### config.mk
export PLATFORM = sky130hd
export DESIGN_NAME = ines_stream_loader
export DESIGN_NICKNAME = d
export VERILOG_FILES = /design/src/rtl/ines_pkg.sv /design/src/rtl/ines_stream_loader.sv
export SDC_FILE = /design/constraint.sdc
export NUM_CORES = 1
export LEC_CHECK = 0
export CORE_MARGIN = 2
export CORE_UTILIZATION = 30
export CTS_BUF_LIST = sky130_fd_sc_hd__clkbuf_4 sky130_fd_sc_hd__clkbuf_8
export CTS_CLUSTER_DIAMETER = 200
export DETAILED_ROUTE_END_ITERATION = 12
export GPL_TIMING_DRIVEN = 0
export REMOVE_ABC_BUFFERS = 1
export SETUP_SLACK_MARGIN = 0.3
export SLEW_MARGIN = 15
export SYNTH_ARGS = -nofsm -noshare
export SYNTH_HDL_FRONTEND = slang
export SYNTH_SLANG_ARGS = --single-unit
### constraint.sdc
create_clock -name clk -period 3.35 [get_ports clk]
set_input_delay 0.5025 -clock clk [delete_from_list [all_inputs] [get_ports clk]]
set_output_delay 0.5025 -clock clk [all_outputs]
set_load 0.05 [all_outputs]
### src/rtl/ines_pkg.sv
// ines_pkg
// Shared constants and types for the iNES stream loader: header magic,
// bank/trainer sizes, FSM state encoding and error codes.
package ines_pkg;

    localparam logic [31:0] INES_MAGIC    = 32'h4E45_531A;
    localparam int unsigned PRG_BANK_SIZE = 16384;
    localparam int unsigned CHR_BANK_SIZE = 8192;
    localparam int unsigned TRAINER_LEN   = 512;
    localparam int          CNT_W         = 22;

    typedef enum logic [2:0] {
        ST_IDLE    = 3'd0,
        ST_HEADER  = 3'd1,
        ST_TRAINER = 3'd2,
        ST_PRG     = 3'd3,
        ST_CHR     = 3'd4,
        ST_DONE    = 3'd5,
        ST_ERROR   = 3'd6
    } state_e;

    localparam logic [1:0] ERR_NONE  = 2'd0;
    localparam logic [1:0] ERR_MAGIC = 2'd1;
    localparam logic [1:0] ERR_SIZE  = 2'd2;
    localparam logic [1:0] ERR_SHORT = 2'd3;

    // Expected value of header byte 0..3.
    function automatic logic [7:0] magic_byte(input logic [1:0] idx);
        logic [7:0] b;
        case (idx)
            2'd0:    b = INES_MAGIC[31:24];
            2'd1:    b = INES_MAGIC[23:16];
            2'd2:    b = INES_MAGIC[15:8];
            default: b = INES_MAGIC[7:0];
        endcase
        return b;
    endfunction

endpackage

### src/rtl/ines_stream_loader.sv
// ines_stream_loader
// Consumes an iNES file as a byte/strobe stream, checks the header, skips an
// optional trainer and writes PRG then CHR bytes into the cartridge map.
//
// Ports:
//   clk, reset            clock, async active-high reset
//   downloading           high while a file streams; rising edge starts a load
//   in_data, in_strobe    stream byte and its single-cycle strobe
//   mem_addr/data/write   one write pulse per PRG/CHR byte, 1 cycle after strobe
//   mapper_flags          {flags7, flags6, chr_banks, prg_banks}
//   busy, done, error     load status (done/error held until the next load)
//   err_code              1 bad magic, 2 bad size, 3 short file
//
// state   | meaning
// --------+------------------------------------------------------------
// IDLE    | waiting for the first rising edge of downloading
// HEADER  | receiving header bytes 0..15
// TRAINER | discarding the 512-byte trainer
// PRG     | writing PRG bytes from address 0
// CHR     | writing CHR bytes from CHR_BASE
// DONE    | load complete; trailing bytes dropped
// ERROR   | load aborted; err_code holds the reason
module ines_stream_loader
    import ines_pkg::*;
#(
    parameter int                 ADDR_W        = 22,
    parameter logic [ADDR_W-1:0]  CHR_BASE      = 22'h200000,
    parameter int                 MAX_PRG_BANKS = 128
) (
    input  logic              clk,
    input  logic              reset,
    input  logic              downloading,
    input  logic [7:0]        in_data,
    input  logic              in_strobe,
    output logic [ADDR_W-1:0] mem_addr,
    output logic [7:0]        mem_data,
    output logic              mem_write,
    output logic [31:0]       mapper_flags,
    output logic              busy,
    output logic              done,
    output logic              error,
    output logic [1:0]        err_code
);

    state_e             state_q, state_d;
    logic               dl_q;
    logic [3:0]         hdr_idx_q, hdr_idx_d;
    logic [7:0]         prg_q, prg_d;
    logic [7:0]         chr_q, chr_d;
    logic [7:0]         f6_q, f6_d;
    logic [7:0]         f7_q, f7_d;
    logic [ADDR_W-1:0]  addr_q, addr_d;
    logic [CNT_W-1:0]   cnt_q, cnt_d;
    logic [1:0]         err_q, err_d;
    logic               wr_q, wr_d;
    logic [ADDR_W-1:0]  wr_addr_q, wr_addr_d;
    logic [7:0]         wr_data_q, wr_data_d;

    logic dl_rise, dl_fall, byte_v;
    logic [CNT_W-1:0] prg_len, chr_len;

    assign dl_rise = downloading & ~dl_q;
    assign dl_fall = ~downloading & dl_q;
    // A byte arriving in the same cycle downloading falls still belongs to
    // the file, so the previous-cycle level also qualifies the strobe.
    assign byte_v  = in_strobe & (downloading | dl_q);

    assign prg_len = CNT_W'(prg_q) * CNT_W'(PRG_BANK_SIZE);
    assign chr_len = CNT_W'(chr_q) * CNT_W'(CHR_BANK_SIZE);

    always_ff @(posedge clk or posedge reset) begin
        if (reset) begin
            state_q   <= ST_IDLE;
            // Starts high so a downloading level held across reset is not
            // mistaken for a new rising edge.
            dl_q      <= 1'b1;
            hdr_idx_q <= '0;
            prg_q     <= '0;
            chr_q     <= '0;
            f6_q      <= '0;
            f7_q      <= '0;
            addr_q    <= '0;
            cnt_q     <= '0;
            err_q     <= ERR_NONE;
            wr_q      <= 1'b0;
            wr_addr_q <= '0;
            wr_data_q <= '0;
        end else begin
            state_q   <= state_d;
            dl_q      <= downloading;
            hdr_idx_q <= hdr_idx_d;
            prg_q     <= prg_d;
            chr_q     <= chr_d;
            f6_q      <= f6_d;
            f7_q      <= f7_d;
            addr_q    <= addr_d;
            cnt_q     <= cnt_d;
            err_q     <= err_d;
            wr_q      <= wr_d;
            wr_addr_q <= wr_addr_d;
            wr_data_q <= wr_data_d;
        end
    end

    always_comb begin
        state_d   = state_q;
        hdr_idx_d = hdr_idx_q;
        prg_d     = prg_q;
        chr_d     = chr_q;
        f6_d      = f6_q;
        f7_d      = f7_q;
        addr_d    = addr_q;
        cnt_d     = cnt_q;
        err_d     = err_q;
        wr_d      = 1'b0;
        wr_addr_d = wr_addr_q;
        wr_data_d = wr_data_q;

        case (state_q)
            ST_IDLE, ST_DONE, ST_ERROR: begin
                if (dl_rise) begin
                    state_d   = ST_HEADER;
                    err_d     = ERR_NONE;
                    hdr_idx_d = '0;
                end
            end

            ST_HEADER: begin
                if (byte_v) begin
                    hdr_idx_d = hdr_idx_q + 4'd1;
                    case (hdr_idx_q)
                        4'd4:    prg_d = in_data;
                        4'd5:    chr_d = in_data;
                        4'd6:    f6_d  = in_data;
                        4'd7:    f7_d  = in_data;
                        default: ;
                    endcase
                    if (hdr_idx_q < 4'd4 && in_data != magic_byte(hdr_idx_q[1:0])) begin
                        state_d = ST_ERROR;
                        err_d   = ERR_MAGIC;
                    end else if (hdr_idx_q == 4'd15) begin
                        if (prg_q == 8'd0 || int'(prg_q) > MAX_PRG_BANKS) begin
                            state_d = ST_ERROR;
                            err_d   = ERR_SIZE;
                        end else if (f6_q[2]) begin
                            state_d = ST_TRAINER;
                            cnt_d   = CNT_W'(TRAINER_LEN);
                        end else begin
                            state_d = ST_PRG;
                            cnt_d   = prg_len;
                            addr_d  = '0;
                        end
                    end
                end
            end

            ST_TRAINER: begin
                if (byte_v) begin
                    cnt_d = cnt_q - CNT_W'(1);
                    if (cnt_q == CNT_W'(1)) begin
                        state_d = ST_PRG;
                        cnt_d   = prg_len;
                        addr_d  = '0;
                    end
                end
            end

            ST_PRG, ST_CHR: begin
                if (byte_v) begin
                    wr_d      = 1'b1;
                    wr_addr_d = addr_q;
                    wr_data_d = in_data;
                    addr_d    = addr_q + ADDR_W'(1);
                    cnt_d     = cnt_q - CNT_W'(1);
                    if (cnt_q == CNT_W'(1)) begin
                        if (state_q == ST_PRG && chr_q != 8'd0) begin
                            state_d = ST_CHR;
                            addr_d  = CHR_BASE;
                            cnt_d   = chr_len;
                        end else begin
                            state_d = ST_DONE;
                        end
                    end
                end
            end

            default: state_d = ST_IDLE;
        endcase

        // Losing downloading mid-load aborts unless the same cycle's byte
        // finished the file; a partially accepted byte is not written.
        if (dl_fall && (state_q == ST_HEADER || state_q == ST_TRAINER ||
                        state_q == ST_PRG    || state_q == ST_CHR) &&
            state_d != ST_DONE && state_d != ST_ERROR) begin
            state_d = ST_ERROR;
            err_d   = ERR_SHORT;
            wr_d    = 1'b0;
        end
    end

    assign mem_write    = wr_q;
    assign mem_addr     = wr_addr_q;
    assign mem_data     = wr_data_q;
    assign mapper_flags = {f7_q, f6_q, chr_q, prg_q};
    assign busy         = (state_q == ST_HEADER) || (state_q == ST_TRAINER) ||
                          (state_q == ST_PRG)    || (state_q == ST_CHR);
    assign done         = (state_q == ST_DONE);
    assign error        = (state_q == ST_ERROR);
    assign err_code     = err_q;

endmodule

==> results of run 1 <==
## final timing paths
kind,startpoint,cells after the start,to,slack [ns]
min in group clk,mem_data[4],1,mem_data[4],0.51
worst min-delay path,reset,2,mem_addr[7],0.39
worst max-delay path,state_q[0],3,busy,0.52
worst min register to register,mem_data[4],1,mem_data[4],0.51
max in group asynchronous,reset,3,dl_q,2.20
worst max register to register,prg_q[1],7,addr_q[5],0.52
## synth_stat cells (all sizes together) (12+ instances only)
master  instances
a21oi          13
o21ai          50
nor2           37
dfrtp         116
mux2           62
clkbuf         13
a22o           16
nand2          41
nor3           19
nand2b         12
nor4           15
nand3          22
## registers in the layout (all words and copies together), names as in the netlist, 3 cells and up
name,flops
cnt_q,22
hdr_idx_q,4
f7_q,8
f6_q,8
mem_addr,22
state_q,3
mem_data,8
chr_q,8
addr_q,22
prg_q,8
## layout make-up
class / count / area (sq um) / area share (%)
Tap cell: 265 / 332 / 4.37
Inverter: 10 / 42.5 / 0.561
Timing Repair Buffer: 87 / 895 / 11.8
Clock inverter: 13 / 171 / 2.26
Multi-Input combinational cell: 413 / 2960 / 39.1
Sequential cell: 117 / 2930 / 38.6
Clock buffer: 19 / 255 / 3.36
## layer usage
| layer | part of all wire [%] | GRT usage (%) | routed length, microns |
|---|---|---|---|
| met3 | 6.0 | 4.15 | 972 |
| met2 | 49 | 25.9 | 7950 |
| met4 | 1.7 | 5.98 | 275 |
| met5 | 0 | 0 | 0 |
| met1 | 43 | 19.5 | 6980 |
## metrics by stage
stage	power (mW)	hold slack, ns	std cells	utilization, %
after detailed placement	4.63	0.495	886	36.3
final	6.14	0.388	924	38.9
after global placement	4.50	0.488	883	35.9
after global routing	6.52	0.406	924	38.9
after floorplan	3.84	0.475	539	-
after CTS	6.12	0.367	921	38.7
## report_power, final
part	internal [mW]	switching, mW
clock network	0.773	0.641
registers	1.71	0.357
logic	0.978	1.68
## timing repair
action	in CTS	in global routing
resized for setup	2	5
buffers inserted	2	3
endpoints found under the setup margin	30	25
endpoints found under the hold margin	0	0
pin swaps	1	1
cloned	1	0
## cells by family after synthesis
kind of cell | synth area share (%)
muxes | 12.3
xor gates and xnor gates | 0.877
buffers and inverters | 2.44
and+or+nand+nor | 18.3
adders and majority gates | 1.63
DFF | 48.9
AOI/OAI and AO/OA | 15.6
==> results.json, run 1 <==
{
  "status": "finished, final reports clean",
  "cts_made_buffers": 17,
  "place_ws_ns": -0.518,
  "worstPathMaxFanout": 13,
  "postPlaceCellArea_sq_um": 7100,
  "drv_slew": 0,
  "layout_min_cycle_time_ns": 2.83,
  "synth_top_area_share_pct": 48.4,
  "cts_root_buffer": "clkbuf_8",
  "syn_inst": 563,
  "gr-usage-all-layers_pct": 15.6,
  "synth_seq_cells": 117,
  "finalNetCount": 665,
  "synth_edf_count": 0,
  "synth_flop_cell": "dfrtp_1",
  "synthesis.area_sq_um": 5990,
  "io_buffer_count": 79,
  "worst_slack_ns": 0.520,
  "setup_viol": 0,
  "clk_latency_ns": 0.46,
  "clkTransAtPathRegs_ns": 0.08,
  "antenna_cells": 0,
  "setup-tns-final_ns": 0,
  "relSlewSlack_pct": 53.1,
  "mostFrequentLayoutCells": "dfrtp_1 (116), clkdlybuf4s50_1 (79), mux2_2 (60), o21ai_0 (48), nand2_1 (41)",
  "yosysSeqAreaShare_pct": 48.9,
  "gp_congestion": 0.864,
  "fillers": 1940,
  "max_freq_mhz": 353,
  "fin_skew_ns": 0.0200,
  "grt_pass1_wl_microns": 26200,
  "postRouteAntennaNets": 0,
  "crit_path_start_kind": "flop",
  "critPathSlowestCell": "clkdlybuf4s50_1",
  "die-area_sq_um": 21100,
  "avgRoutedWirePerCell_microns": 17.5,
  "core-area_sq_um": 19500,
  "die_w_microns": 145,
  "area_growth_pct": 26.6,
  "netlist_top_cells_area": "dfrtp_1 (48%), mux2_2 (11%), o21ai_0 (4.0%)",
  "path_buf_inv": 1,
  "hpwl_microns": 10900,
  "ctsLongestPathBuffers": 2,
  "cp_top_family": "buffers and inverters",
  "path_cells": "nor2_1 -> xnor2_1 -> clkdlybuf4s50_1",
  "vias_per_cell": 5.35,
  "num_io_pins": 80,
  "hold_buffers": 0,
  "arrival_ns": 2.33,
  "start_util_pct": 30.7,
  "ir_worst_vdd_uv": 591,
  "rsz0062_at_grt": "false",
  "die-height_microns": 145,
  "final_layout_size_suffix_gt1_share_pct": 19.0,
  "grt_max_degree": 86,
  "min_path_type": "in -> async",
  "power_leakage_nw": 3.21,
  "antenna_found_initial": 0,
  "final_cell_area_sq_um": 7590,
  "synth_async_sr_flop_share_pct": 100,
  "num_rows": 51,
  "dr.pass1.iters": 6,
  "routed_wl_microns": 16200,
  "drc_errors": 0,
  "clock_sinks": 117,
  "path_class": "reg -> out",
  "htree_levels": 4,
  "final_common_cell": "dfrtp_1",
  "grt_overflow": 0,
  "fin_crit_sh_pct": 84.5,
  "yosysTopAreaCell": "dfrtp_1",
  "drtIter0Drc": 308,
  "hold_viol": 0,
  "vias": 4940,
  "synth.distinct_cells": 66,
  "worst_pin_slew_ns": 0.700,
  "cts_tree": "built",
  "powerDensity_nw_per_um2": 809,
  "synth_area_per_cell_sq_um": 10.6,
  "yosys_warnings": 0,
  "cp_data_required_time_ns": 2.85,
  "cap_violations": 0,
  "cp_slowest_stage_delay_ns": 0.90,
  "timing.critical_path.to_type": "primary output",
  "grt_pass1_vias": 4911
}
No activity file was read; power rests on OpenSTA's default activity.
==> run 2: changes to the inputs <==
==> constraint.sdc (replaced) <==
create_clock -name clk -period 2.94 [get_ports clk]
set_input_delay 0.441 -clock clk [delete_from_list [all_inputs] [get_ports clk]]
set_output_delay 0.441 -clock clk [all_outputs]
set_load 0.05 [all_outputs]
==> run 2 against run 1 <==
Sequential share of layout area fell by 0.77 points. Wire length rose by 1.8%. Combinational power is 23% higher. Die area did not move. Largest cell class unchanged.
==> results.json, run 2 (synthesis gave the netlist of run 1 again) <==
{
  "worstPathMaxFanout": 14,
  "vias": 4983,
  "ir_worst_vdd_uv": 671,
  "grt_pass1_vias": 4992,
  "min_path_type": "in -> async",
  "status": "finished, final reports clean",
  "place_ws_ns": -0.867,
  "final_common_cell": "dfrtp_1",
  "clkTransAtPathRegs_ns": 0.08,
  "area_growth_pct": 29.4,
  "die_w_microns": 145,
  "finalNetCount": 677,
  "mostFrequentLayoutCells": "dfrtp_1 (113), clkdlybuf4s50_1 (76), mux2_2 (60), o21ai_0 (48), nand2_1 (40)",
  "cts_made_buffers": 17,
  "drtIter0Drc": 299,
  "cp_data_required_time_ns": 3.33,
  "clk_latency_ns": 0.47,
  "layout_min_cycle_time_ns": 2.51,
  "hpwl_microns": 10900,
  "placed_cells": 886,
  "relSlewSlack_pct": 55.8,
  "cts_tree": "built",
  "postPlaceCellArea_sq_um": 7100,
  "path_class": "reg -> reg",
  "cap_violations": 0,
  "die-height_microns": 145,
  "num_rows": 51,
  "power_leakage_nw": 3.29,
  "grt_overflow": 0,
  "powerDensity_nw_per_um2": 936,
  "timing.critical_path.to_type": "flop",
  "grt_max_degree": 86,
  "gr-usage-all-layers_pct": 15.8,
  "rsz0062_at_grt": "false",
  "grt_pass1_wl_microns": 26700,
  "ctsLongestPathBuffers": 2,
  "drv_slew": 0,
  "num_io_pins": 80,
  "io_buffer_count": 79,
  "core-area_sq_um": 19500,
  "setup_viol": 0,
  "arrival_ns": 2.91,
  "avgRoutedWirePerCell_microns": 17.6,
  "worst_slack_ns": 0.425,
  "fin_cells": 936,
  "dr.pass1.iters": 5,
  "drc_errors": 0,
  "final_layout_size_suffix_gt1_share_pct": 22.5,
  "cts_root_buffer": "clkbuf_8",
  "die-area_sq_um": 21100,
  "utilization_pct": 39.7,
  "clock_sinks": 117,
  "hold_viol": 0,
  "fillers": 1909,
  "final_cell_area_sq_um": 7750,
  "max_freq_mhz": 398,
  "routed_wl_microns": 16500,
  "fin_skew_ns": 0.0188,
  "fin_crit_sh_pct": 85.5,
  "antenna_found_initial": 0,
  "crit_path_start_kind": "flop",
  "antenna_cells": 0,
  "vias_per_cell": 5.32,
  "postRouteAntennaNets": 0,
  "gp_congestion": 0.864,
  "start_util_pct": 30.7,
  "htree_levels": 4,
  "fin_hold_ws_ns": 0.323,
  "worst_pin_slew_ns": 0.658
}
run 2: cell types whose count changed in the layout (fill, tap and decap cells not counted), moves of 2 or more:
cell             change
buf_4               +12
clkdlybuf4s50_1      -3
dfrtp_1              -3
dfrtp_2              +3
dlygate4sd2_1        +3
nor4_1               -2
nor4_2               +2
run 2: worst paths after layout:
kind                               end   startpoint  depth (start not counted)  slack, ns
max                          addr_q[3]    cnt_q[18]                          8       0.43
min                        mem_addr[7]        reset                          2       0.32
max reg2reg                  addr_q[3]    cnt_q[18]                          8       0.43
min reg2reg                mem_data[4]  mem_data[4]                          1       0.51
max in group asynchronous         dl_q        reset                          3       1.87
min in group clk           mem_data[4]  mem_data[4]                          1       0.51
run 2: what timing repair did:
action / 4_1_cts / 5_1_grt
pin swaps: 3 / 5
gates resized for setup: 11 / 18
buffers inserted: 5 / 12
setup endpoints to repair: 46 / 76
hold buffers: 0 / 0
cloned: 1 / 0
run 2: cell type report:
type                       instances  area, sq um  share of cell area, %
timing repair buffer              99          981                   12.7
inverter                          10         42.5                  0.549
multi-input combinational        413         3040                   39.2
sequential                       117         2930                   37.8
clock buffer                      19          255                   3.29
tap                              265          332                   4.28
clock inverter                    13          171                   2.21
run 2: where the power goes:
group	total (mW)	switching (mW)	leakage [nW]	internal (mW)
sequential	2.36	0.415	1.57	1.95
clock	1.61	0.732	0.211	0.880
combinational	3.28	2.02	1.51	1.26
run 2: stage by stage:
step,TNS [ns],total power [mW]
3_5_place_dp,-16.27,5.28
4_1_cts,0,7.01
3_3_place_gp,-304.75,5.13
5_1_grt,0,7.68
6_report,0,7.26
2_1_floorplan,-75.56,4.37
run 2: metal layers:
layer  global-route usage, %  wire, microns  up-vias
met5                       0              0        -
met4                    6.03            251        0
met3                    4.15            852       28
met2                    26.5           8240      145
met1                    19.6           7130     2503
li1                        -              -     2307
run 2: critical path: stages (launching register included):
cell and delay (ns):
dfrtp_1 0.45, nor4_4 0.41, nand4_4 0.25, o21bai_4 0.27, nand4_1 0.11, buf_4 0.17
buf_4 0.18, or4_1 0.51, nand3_1 0.10
